[config.mk]
export PLATFORM = sky130hd
export DESIGN_NAME = ula_stack_ctrl
export DESIGN_NICKNAME = d
export VERILOG_FILES = /design/src/rtl/ula_stack_ctrl.sv
export SDC_FILE = /design/constraint.sdc
export NUM_CORES = 1
export LEC_CHECK = 0
export CAP_MARGIN = 20
export CORE_UTILIZATION = 46
export DETAILED_ROUTE_END_ITERATION = 10
export GPL_TIMING_DRIVEN = 0
export PLACE_DENSITY = 0.64
export SETUP_SLACK_MARGIN = 0.4
export SYNTH_ARGS = -nofsm -noshare
export SYNTH_HDL_FRONTEND = slang
export SYNTH_SLANG_ARGS = --single-unit
[constraint.sdc]
create_clock -name clk -period 15.4 [get_ports clk]
set_input_delay 1.54 -clock clk [delete_from_list [all_inputs] [get_ports clk]]
set_output_delay 1.54 -clock clk [all_outputs]
set_load 0.05 [all_outputs]
[src/rtl/ula_stack_ctrl.sv]
// Operand-stack sequencer: accepts PUSH/POP/EXEC/CLEAR commands, owns the stack
// and is the sole driver of the shared combinational ULA inputs.
module ula_stack_ctrl #(
    parameter int DATA_SIZE = 11,
    parameter int DEPTH     = 8
) (
    input  logic                     clk,
    input  logic                     reset,
    input  logic                     cmd_valid,
    output logic                     cmd_ready,
    input  logic [1:0]               cmd_op,
    input  logic [DATA_SIZE-1:0]     cmd_data,
    input  logic [3:0]               cmd_opcode,
    output logic                     resp_valid,
    output logic [DATA_SIZE-1:0]     resp_data,
    output logic                     resp_err,
    output logic [1:0]               err_code,
    output logic [DATA_SIZE-1:0]     alu_a,
    output logic [DATA_SIZE-1:0]     alu_b,
    output logic [3:0]               alu_opcode,
    input  logic [DATA_SIZE-1:0]     alu_result,
    output logic [$clog2(DEPTH):0]   depth,
    output logic [DATA_SIZE-1:0]     top
);

    localparam int AW = $clog2(DEPTH);
    localparam int DW = AW + 1;

    localparam logic [1:0] OP_PUSH  = 2'd0;
    localparam logic [1:0] OP_POP   = 2'd1;
    localparam logic [1:0] OP_EXEC  = 2'd2;
    localparam logic [1:0] OP_CLEAR = 2'd3;

    localparam logic [1:0] ERR_NONE    = 2'd0;
    localparam logic [1:0] ERR_UNDER   = 2'd1;
    localparam logic [1:0] ERR_OVER    = 2'd2;
    localparam logic [1:0] ERR_ILLEGAL = 2'd3;

    localparam logic [3:0] ALU_DIV = 4'd3;
    localparam logic [3:0] ALU_NOT = 4'd9;

    typedef enum logic [2:0] {IDLE, LOAD, CALC, WB, RESP} state_t;

    state_t                 state_r;
    state_t                 next_state_s;
    logic [DATA_SIZE-1:0]   stack_r [DEPTH];
    logic [3:0]             opcode_r;
    logic [DATA_SIZE-1:0]   result_r;

    logic                   accept_s;
    logic                   full_s;
    logic                   is_not_s;
    logic                   load_ill_s;
    logic                   load_under_s;
    logic                   div0_s;
    logic [AW-1:0]          top_idx_s;
    logic [AW-1:0]          sec_idx_s;

    // Decode of stack status and EXEC error conditions
    always_comb begin
        accept_s     = cmd_valid && cmd_ready;
        full_s       = (depth == DW'(DEPTH));
        is_not_s     = (opcode_r == ALU_NOT);
        load_ill_s   = (opcode_r > 4'd9);
        load_under_s = is_not_s ? (depth < DW'(1)) : (depth < DW'(2));
        div0_s       = (alu_opcode == ALU_DIV) && (alu_b == {DATA_SIZE{1'b0}});
        top_idx_s    = depth[AW-1:0] - AW'(1);
        sec_idx_s    = depth[AW-1:0] - AW'(2);
    end

    // Next-state logic
    always_comb begin
        next_state_s = state_r;
        case (state_r)
            IDLE: begin
                if (accept_s) begin
                    next_state_s = (cmd_op == OP_EXEC) ? LOAD : RESP;
                end else begin
                    next_state_s = IDLE;
                end
            end
            LOAD: begin
                if (load_ill_s || load_under_s) begin
                    next_state_s = RESP;
                end else begin
                    next_state_s = CALC;
                end
            end
            CALC: begin
                if (div0_s) begin
                    next_state_s = RESP;
                end else begin
                    next_state_s = WB;
                end
            end
            WB:      next_state_s = RESP;
            RESP:    next_state_s = IDLE;
            default: next_state_s = IDLE;
        endcase
    end

    // State, stack, ULA operand and response registers
    always_ff @(posedge clk or posedge reset) begin
        if (reset) begin
            state_r    <= IDLE;
            cmd_ready  <= 1'b0;
            resp_valid <= 1'b0;
            resp_data  <= {DATA_SIZE{1'b0}};
            resp_err   <= 1'b0;
            err_code   <= ERR_NONE;
            alu_a      <= {DATA_SIZE{1'b0}};
            alu_b      <= {DATA_SIZE{1'b0}};
            alu_opcode <= 4'd0;
            depth      <= {DW{1'b0}};
            top        <= {DATA_SIZE{1'b0}};
            opcode_r   <= 4'd0;
            result_r   <= {DATA_SIZE{1'b0}};
            for (int i = 0; i < DEPTH; i++) begin
                stack_r[i] <= {DATA_SIZE{1'b0}};
            end
        end else begin
            state_r    <= next_state_s;
            cmd_ready  <= (next_state_s == IDLE);
            resp_valid <= (next_state_s == RESP);
            case (state_r)
                IDLE: begin
                    if (accept_s) begin
                        opcode_r <= cmd_opcode;
                        resp_err <= 1'b0;
                        err_code <= ERR_NONE;
                        case (cmd_op)
                            OP_PUSH: begin
                                if (full_s) begin
                                    resp_err  <= 1'b1;
                                    err_code  <= ERR_OVER;
                                    resp_data <= {DATA_SIZE{1'b0}};
                                end else begin
                                    stack_r[depth[AW-1:0]] <= cmd_data;
                                    depth     <= depth + DW'(1);
                                    top       <= cmd_data;
                                    resp_data <= cmd_data;
                                end
                            end
                            OP_POP: begin
                                if (depth == {DW{1'b0}}) begin
                                    resp_err  <= 1'b1;
                                    err_code  <= ERR_UNDER;
                                    resp_data <= {DATA_SIZE{1'b0}};
                                end else begin
                                    resp_data <= top;
                                    depth     <= depth - DW'(1);
                                    top       <= (depth >= DW'(2)) ? stack_r[sec_idx_s]
                                                                   : {DATA_SIZE{1'b0}};
                                end
                            end
                            OP_CLEAR: begin
                                depth     <= {DW{1'b0}};
                                top       <= {DATA_SIZE{1'b0}};
                                resp_data <= {DATA_SIZE{1'b0}};
                            end
                            default: begin
                            end
                        endcase
                    end
                end
                LOAD: begin
                    if (load_ill_s || load_under_s) begin
                        resp_err  <= 1'b1;
                        err_code  <= load_ill_s ? ERR_ILLEGAL : ERR_UNDER;
                        resp_data <= {DATA_SIZE{1'b0}};
                    end else begin
                        alu_opcode <= opcode_r;
                        if (is_not_s) begin
                            alu_a <= top;
                            alu_b <= {DATA_SIZE{1'b0}};
                        end else begin
                            alu_a <= stack_r[sec_idx_s];
                            alu_b <= top;
                        end
                    end
                end
                CALC: begin
                    if (div0_s) begin
                        resp_err  <= 1'b1;
                        err_code  <= ERR_ILLEGAL;
                        resp_data <= {DATA_SIZE{1'b0}};
                    end else begin
                        result_r <= alu_result;
                    end
                end
                WB: begin
                    // NOT overwrites the top slot; binary ops collapse two slots into one
                    if (alu_opcode == ALU_NOT) begin
                        stack_r[top_idx_s] <= result_r;
                    end else begin
                        stack_r[sec_idx_s] <= result_r;
                        depth              <= depth - DW'(1);
                    end
                    top       <= result_r;
                    resp_data <= result_r;
                    resp_err  <= 1'b0;
                    err_code  <= ERR_NONE;
                end
                default: begin
                end
            endcase
        end
    end

endmodule

# --- Word level (Yosys, flattened, before mapping) ---
# Index checks and enable logic that the tools add are counted.
word_totals:
  ff_bits: 163
  latchBits: 0
  ram_bits: 0
  rom_bits: 0
  inputBits: 31
  mem_count: 0
classes:
  n_addsub: 4
  multipliers: 0
  div: 0
  n_lt_le_gt_ge: 10
  n_eq_ne: 20
  n_shift: 0
  mux: 59
  bitwise: 5
  reduce_logical: 21
op_table:
  columns: ["cell", "n"]
  rows:
  - ["$mux W88", 4]
  - ["$bwmux W88", 3]
  - ["$mux W11", 16]
  - ["$pmux W88 S2", 1]
  - ["$demux W11 S3", 3]
  - ["$pmux W11 S3", 2]
  - ["$pmux W11 S4", 1]
  - ["$bmux W11 S3", 1]
  - ["$pmux W11 S2", 1]
  - ["$lt A4 B1 Y1 const B", 4]
  - ["$mux W4", 4]
  - ["$eq A4 B4 Y1 const B", 3]
  - ["$ge A4 B4 Y1 const B", 3]
  - ["$mux W3", 4]
  - ["$not A3 Y4", 3]
  - ["$pmux W3 S4", 1]
  - ["$pmux W4 S3", 1]
  - ["$logic_not A11 Y1", 1]
  - ["$mux W2", 5]
  - ["$ne A2 B2 Y1 const B", 5]
  - ["$reduce_and A5 Y1", 2]
  - ["$pmux W2 S4", 1]
  - ["$pmux W4 S2", 1]
  - ["$reduce_and A4 Y1", 2]
  - ["other kinds (30)", 47]

# --- Depth between registers and ports, before layout ---
# Gate-level depths: netlist of run 1.
depth:
  depth_word: 10
  ltp_mapped: 10
  mapped_depth_nobuf: 7

# --- Worst setup path before layout of run 1 ---
# Ideal clock, no wire load.
synth_path:
  path_kind: "reg-to-reg"
  startpoint: "register depth[0]"
  endpoint: "register stack_r[66] (netlist bit)"
  setup_time_ns: 0.125
  t_arrival_ns: 2.988
  t_required_ns: 15.275
  setup_slack_ns: 12.287
  path_stages_with_launch: 10
  period_less_slack_ns: 3.113
  path_cell_list: "dfrtp_1 clkinv_1 buf_1 ha_1 clkbuf_1 nor2b_1 nand3_1 o211ai_1 buf_4 mux2_2"
synth_between:
  elab_chain_len: 10
  word_cells_on_any_way: 31
  classes_between: "add/sub (2); order compare (6); eq/ne (2); mux (14); bitwise (3); reduce/logical (4)"
synth_lines:
  columns: ["item", "line", "text"]
  rows:
  - ["start, declared", "22", "output logic [$clog2(DEPTH):0] depth,"]
  - ["start signal, assigned", "114", "depth <= {DW{1'b0}};"]
  - ["start signal, assigned", "139", "depth <= depth + DW'(1);"]
  - ["start signal, assigned", "151", "depth <= depth - DW'(1);"]
  - ["parallel branches: the longest is 10 deep, another holds $ge A4 B4 Y1", null, null]
  - ["end signal, assigned by index", "119", "stack_r[i] <= {DATA_SIZE{1'b0}};"]
  - ["end signal, assigned by index", "138", "stack_r[depth[AW-1:0]] <= cmd_data;"]
  - ["end signal, assigned by index", "194", "stack_r[top_idx_s] <= result_r;"]
  - ["end, declared", "46", "logic [DATA_SIZE-1:0] stack_r [DEPTH];"]
# Several ways; the timed one is not identified. The select of a mux whose other input is x is not followed.
# A chain may end at the register's enable or synchronous reset.

# --- Worst setup path after layout of run 1 ---
layout_path:
  startpoint: "register depth[0]"
  endpoint: "register stack_r[45] (netlist bit)"
# The elaborated chain is that of the path after synthesis.

==> results of run 1 <==
metrics by stage:
| stage | cells | setup WS [ps] | hold slack (ps) | power [mW] |
|---|---|---|---|---|
| global placement | 1228 | 6980 | 464 | 2.07 |
| finish | 1261 | 11720 | 488 | 2.56 |
| detailed placement | 1229 | 11300 | 470 | 2.09 |
| global route | 1261 | 11530 | 506 | 2.69 |
| CTS | 1261 | 11760 | 490 | 2.55 |
| floorplan | 887 | 9460 | 453 | 1.67 |
state kept, by name, summed over array words and instances (netlist names), 4 cells and up:
register and cells:
alu_opcode 4, depth 4, alu_a 11, stack_r 88
result_r 11, resp_data 11, opcode_r 4, top 11
alu_b 11
cell families after synthesis:
logic type,synth area share (%)
simple gates,11.1
compound gates,16.4
fa+ha+maj,1.63
mux,22.4
flops,44.2
buf+inv,4.10
xor+xnor,0.0950
layout by cell type (no fill, tap or decap), types with 12 or more instances in the layout:
| master | count |
|---|---|
| a22oi_1 | 12 |
| mux2_4 | 18 |
| o21ai_0 | 149 |
| mux2_2 | 94 |
| clkbuf_1 | 31 |
| nor2_1 | 32 |
| dfrtp_1 | 163 |
| mux2i_1 | 12 |
| ha_1 | 12 |
| clkbuf_16 | 17 |
| mux4_2 | 22 |
| nand2_1 | 133 |
| a21oi_1 | 21 |
| a32oi_1 | 31 |
| clkdlybuf4s50_1 | 76 |
| buf_2 | 20 |
power by group:
part	switching [mW]	internal, mW
Combinational	0.803	0.535
Sequential	0.149	0.620
Clock	0.192	0.262
Total	1.14	1.42
tightest hold or removal path, cell delays in order (launching register included):
cell	delay, ps
dfrtp_1	350
nand2_1	40
o21ai_0	60
per-layer routing:
metal  GRT usage (%)  up-vias  wire, um
met1            39.5     3840     12100
li1                -     3432         -
met3            4.43       62      1890
met4            13.5        0      1080
met2            47.6      390     13600
met5               0        -         0
cell type report:
| cell class | instances | area, sq um |
|---|---|---|
| Sequential cell | 163 | 4080 |
| Multi-Input combinational cell | 644 | 4770 |
| Fill cell | 1715 | 8620 |
| Clock buffer | 18 | 439 |
| Timing Repair Buffer | 77 | 788 |
| Inverter | 10 | 45.0 |
| Clock inverter | 14 | 176 |
| Buffer | 70 | 340 |
| Tap cell | 265 | 332 |
Yosys cell counts (4+ instances only):
cell	n
mux2_1	11
clkbuf_1	31
inv_1	9
mux2_4	18
o22ai_1	6
dfrtp_1	163
and2_1	11
buf_2	20
a31oi_1	6
mux2_2	94
buf_6	4
nor2_1	32
nand2b_1	6
a22oi_1	12
mux2i_1	12
buf_4	6
a211oi_1	11
buf_1	9
nand3_1	7
nor2b_1	4
a32oi_1	31
nand2_1	133
mux4_2	22
o21ai_0	149
a21oi_1	21
ha_1	12
path summary, 6_finish.rpt:
kind	cells past startpoint	end	slack, ps	start
max	9	stack_r[45]$_DFFE_PP0P_	11720	depth[0]$_DFFE_PP0P_
min	2	alu_a[2]$_DFFE_PP0P_	490	alu_a[2]$_DFFE_PP0P_
max in group asynchronous	3	top[3]$_DFFE_PP0P_	13010	reset
min in group asynchronous	2	stack_r[64]$_DFFE_PP0P_	1500	reset
max reg2reg	9	stack_r[45]$_DFFE_PP0P_	11720	depth[0]$_DFFE_PP0P_
min reg2reg	2	alu_a[2]$_DFFE_PP0P_	490	alu_a[2]$_DFFE_PP0P_
==> results.md, run 1 <==
- Syn nets: 930
- Power per cell area: 234 nW/um^2
- Grt total ovfl: 0
- Post-synth EDFFs: 0
- DP Area: 10400 sq um
- P&R area growth vs syn: 18.9%
- H-tree Lvls: 4
- Asr flop ratio synth: 100%
- DRC viols: 0
- Clk slew on worst S/H paths: 70 ps
- Post-route cell area: 11000 sq um
- Number of antenna violations at the first check in global routing: 0
- Routed vias: 7724
- Standard-cell row count: just over 50
- Post-synth top area share: 44.2%
- Tightest Pin Transition: 1040 ps
- PortBufs: 76
- Sequential-to-total area share from yosys stat: 44.2%
- Clk buf depth: 2
- CP most frequent cell: clkbuf_1
- DRC marker count from the first detailed-route iteration: approximately 690
- Vias in the first global route: 7665
- Max Cap Viol: 0
- Final min period: around 3700 ps
- Mapped Cells: 887
- Worst slew margin: 30.5%
- Post-route ant nets: 0
- Post-Syn Area: 9220 sq um
- Fin crit share: 23.9%
- Data arrival, critical path: 4010 ps
- DIE HEIGHT: roughly 140 um
- Critical path cell sequence: clkinv_1, buf_1, ha_1, clkbuf_1, nor2_1, a22oi_1, clkbuf_1, o21ai_0, mux2_2
- Skew-Pair Late Insertion Delay: roughly 450 ps
- Die ar.: 20600 sq um
- Setup TNS: 0 ps
- HP Class: reg2reg
- Status: complete, no violations
- Critical path endpoint category: flip-flop
- Maximum VDD drop: 0.0000778 V
- Hold Buf Count CTS: 0
- CTS Buf Count: 17
- Setup Viol. Count Final: 0
- Postcts setup bufs: 0
- Die Wd: 144 um
- CTS tree: built
- CP Class: reg2reg
- CP top delay family: buffers and inverters
- Initial core utilization: 47.1%
- Worst stage delay on the critical path: roughly 500 ps
- Post-synth cell types: 56
- Via density: roughly 6
- Final max-slew violation count: 0
- Core box area: 19600 sq um
- Fin util: 56.0%
- Syn. warnings: 0
- Crit path required time: 15730 ps
- Cell taking the most area after synthesis: dfrtp_1
- Gr usage total: slightly below 30%
- RSZ-0062 raised after global routing: false
- Antenna diodes: 0
- Sink Count: 163
- #FFs+latches synth: 163
- FMAX: 272 MHz
- Hpwl dp: 20300 um
- Root Driver: clkbuf_16
- Predominant post-synthesis flop cell: dfrtp_1
- CTS resizes: 0
- Largest net degree at the start of global routing: 107
- Clock skew: a little under 9 ps
- Share of layout cells above drive strength 1: 21.0%
- Total Wirelength: 28700 um
- Nets@finish: 1026
- Mapped Avg Cell Area: between 10 and 15 sq um
- CP Max Fanout: 12
- Final hold violation count: 0
- Highest-delay cell along the critical path: buf_1
- Critical path buffers and inverters: 4
- DR WL/cell: 22.7 um
- RD Place Congestion: between 0.9 and 1
- Iteration count of the initial detailed-routing pass: 5
- # IOs: 88
- Global-route wire length before repair: 45000 um
- Area contributors post-synth: dfrtp_1 (44%), mux2_2 (11%), o21ai_0 (8.1%)
- P_leak: 4.34 nW
- Startpoint class of the critical path: flip-flop
No activity file was read; power rests on OpenSTA's default activity.
==> inputs of run 2 (changes only) <==
==> constraint.sdc (replaced) <==
create_clock -name clk -period 3.75 [get_ports clk]
set_input_delay 0.375 -clock clk [delete_from_list [all_inputs] [get_ports clk]]
set_output_delay 0.375 -clock clk [all_outputs]
set_load 0.05 [all_outputs]
==> results.md, run 2 (same netlist as run 1, synthesis figures left out) <==
- Hpwl dp: 20500 um (was 20300 um)
- Antenna diodes: 0 (unchanged)
- Hold Slack: 240 ps (was 488 ps)
- DP Area: 10400 sq um (about the same)
- DIE HEIGHT: 144 um (unchanged)
- CP Max Fanout: 12 (unchanged)
- FMAX: 318 MHz (was 272 MHz)
- Core box area: 19600 sq um (unchanged)
- HP Class: in2async (was reg2reg)
- Tightest Pin Transition: 671 ps (was 1040 ps)
- H-tree Lvls: 4 (unchanged)
- Most frequent cells in the layout: dfrtp_1 (163), o21ai_0 (149), nand2_1 (133) (unchanged)
- CTS Buf Count: 17 (unchanged)
- Highest-delay cell along the critical path: dfrtp_1 (was buf_1)
- Root Driver: clkbuf_16 (unchanged)
- Post-route cell area: 11000 sq um (about the same)
- Via density: 6.11 (was 6.13)
- Placed cells: 1232 (was 1229)
- Startpoint class of the critical path: flip-flop (unchanged)
- Worst slack, placed: 148 ps (was 11300 ps)
- Share of layout cells above drive strength 1: 21.8% (was 21.0%)
- Routed vias: 7718 (was 7724)
- Largest net degree at the start of global routing: 42 (was 107)
- CP Class: reg2reg (unchanged)
- Power per cell area: 949 nW/um^2 (was 234 nW/um^2)
- Vias in the first global route: 7528 (was 7665)
- Commonest non-fill, non-tap cell in the layout: dfrtp_1 (unchanged)
- Setup TNS: 0 ps (unchanged)
- Total power draw: 10.5 mW (was 2.56 mW)
- DR WL/cell: 22.3 um (was 22.7 um)
- RD Place Congestion: 0.961 (was 0.930)
- P_leak: 4.38 nW (was 4.34 nW)
- Final hold violation count: 0 (unchanged)
- Clk slew on worst S/H paths: 70 ps (about the same)
- Largest register FFs: 88 (unchanged)
- Global-route wire length before repair: 43800 um (was 45000 um)
- Fin util: 56.2% (was 56.0%)
- Die Wd: 144 um (unchanged)
- Biggest register: stack_r (unchanged)
- Iteration count of the initial detailed-routing pass: 5 (unchanged)
- Crit path required time: 4070 ps (was 15730 ps)
- RSZ-0062 raised after global routing: false (unchanged)
- Sink Count: 163 (unchanged)
- Total Wirelength: 28100 um (was 28700 um)
- DRC viols: 0 (unchanged)
- Clk buf depth: 2 (unchanged)
- Fin crit share: 83.9% (was 23.9%)
- Clock skew: 5.13 ps (was 8.75 ps)
- DRC marker count from the first detailed-route iteration: 622 (was 686)
- Critical path endpoint category: flip-flop (unchanged)
- Number of antenna violations at the first check in global routing: 0 (unchanged)
- Post-Layout Cell Count: 1264 (was 1261)
- Setup slack, reg-to-reg: 600 ps (was 11720 ps)
- Skew-Pair Late Insertion Delay: 430 ps (was 450 ps)
- Die ar.: 20600 sq um (unchanged)
- Critical path cell sequence: clkinv_1, buf_2, ha_1, xor2_1, and2_1, buf_6, a32oi_1, buf_2, o21ai_0, mux2_2 (was clkinv_1, buf_1, ha_1, clkbuf_1, nor2_1, a22oi_1, clkbuf_1, o21ai_0, mux2_2)
- Data arrival, critical path: 3470 ps (was 4010 ps)
- Post-route ant nets: 0 (unchanged)
- Max Cap Viol: 0 (unchanged)
- PortBufs: 76 (unchanged)
- Maximum VDD drop: 0.000422 V (was 0.0000778 V)
- CTS tree: built (unchanged)
- CP most frequent cell: buf_2 (was clkbuf_1)
- Postcts setup bufs: 0 (unchanged)
- R2R depth: 10 (was 9)
- Initial core utilization: 47.1% (unchanged)
- Final min period: 3150 ps (was 3680 ps)
- Worst Slack Setup Final: 605 ps (was 11720 ps)
- # IOs: 88 (unchanged)
- Worst slew margin: 55.3% (was 30.5%)
- Filler cell count: 1760 (was 1715)
- Worst stage delay on the critical path: 530 ps (was 500 ps)
- Setup Viol. Count Final: 0 (unchanged)
- Grt total ovfl: 0 (unchanged)
- Status: complete, no violations (unchanged)
- Standard-cell row count: 51 (unchanged)
- Nets@finish: 1029 (was 1026)
- Gr usage total: 28.7% (was 29.6%)
- P&R area growth vs syn: 19.5% (was 18.9%)
- Final max-slew violation count: 0 (unchanged)
==> run 2: changes by cell type in the layout (fill, tap and decap cells not counted) <==
cell | previous run | this run
buf_1 | 9 | 7
buf_12 | 0 | 4
buf_16 | 1 | 0
buf_2 | 20 | 21
clkbuf_1 | 31 | 28
clkbuf_2 | 0 | 5
clkbuf_8 | 1 | 0
clkinv_2 | 2 | 1
clkinv_4 | 0 | 5
clkinvlp_4 | 4 | 3
inv_6 | 4 | 3
inv_8 | 2 | 0
nor2b_1 | 4 | 3
nor2b_2 | 0 | 1
==> run 2: final timing paths <==
check                                     start                 endpoint
hold reg to reg            alu_a[2]$_DFFE_PP0P_     alu_a[2]$_DFFE_PP0P_
setup / recovery           depth[0]$_DFFE_PP0P_  stack_r[39]$_DFFE_PP0P_
hold / removal                            reset  stack_r[63]$_DFFE_PP0P_
setup reg to reg           depth[0]$_DFFE_PP0P_  stack_r[39]$_DFFE_PP0P_
min in group clk           alu_a[2]$_DFFE_PP0P_     alu_a[2]$_DFFE_PP0P_
max in group asynchronous                 reset  stack_r[49]$_DFFE_PP0P_
==> run 2: report_power, final <==
| part | total [mW] | switching, mW | internal [mW] |
|---|---|---|---|
| clock | 1.83 | 0.772 | 1.06 |
| combinational | 5.46 | 3.25 | 2.21 |
| sequential | 3.16 | 0.616 | 2.55 |
| total | 10.5 | 4.64 | 5.81 |
==> run 2: final cells by class <==
cell class,count,area [sq um],share of cell area (%)
multi-input cells,644,4770,43.3
flip-flops and latches,163,4080,37.0
repair buffers,80,841,7.63
clock buffers,18,429,3.89
plain buffers,70,348,3.16
well taps,265,332,3.01
clock inverters,14,180,1.64
inverters,10,41.3,0.375
==> run 2: routing by layer <==
metal | global-route usage, % | routed length (um) | up-vias
met5 | 0 | 0 | -
met3 | 5.06 | 2040 | 76
met4 | 12.7 | 1020 | 0
li1 | - | - | 3430
met1 | 38.6 | 11800 | 3845
met2 | 45.6 | 13200 | 367
==> run 2: critical path: cells and delay by family (launching register included) <==
family,cells,cell delay (ps)
mux,1,290
fa+ha+maj,1,340
flops,1,530
xor+xnor,1,180
buf+inv,4,1090
compound gates,2,390
simple gates,1,210
==> run 2: repair_timing <==
action	CTS	global route
resized for setup	7	5
endpoints found under the setup margin	81	35
hold buffers	0	0
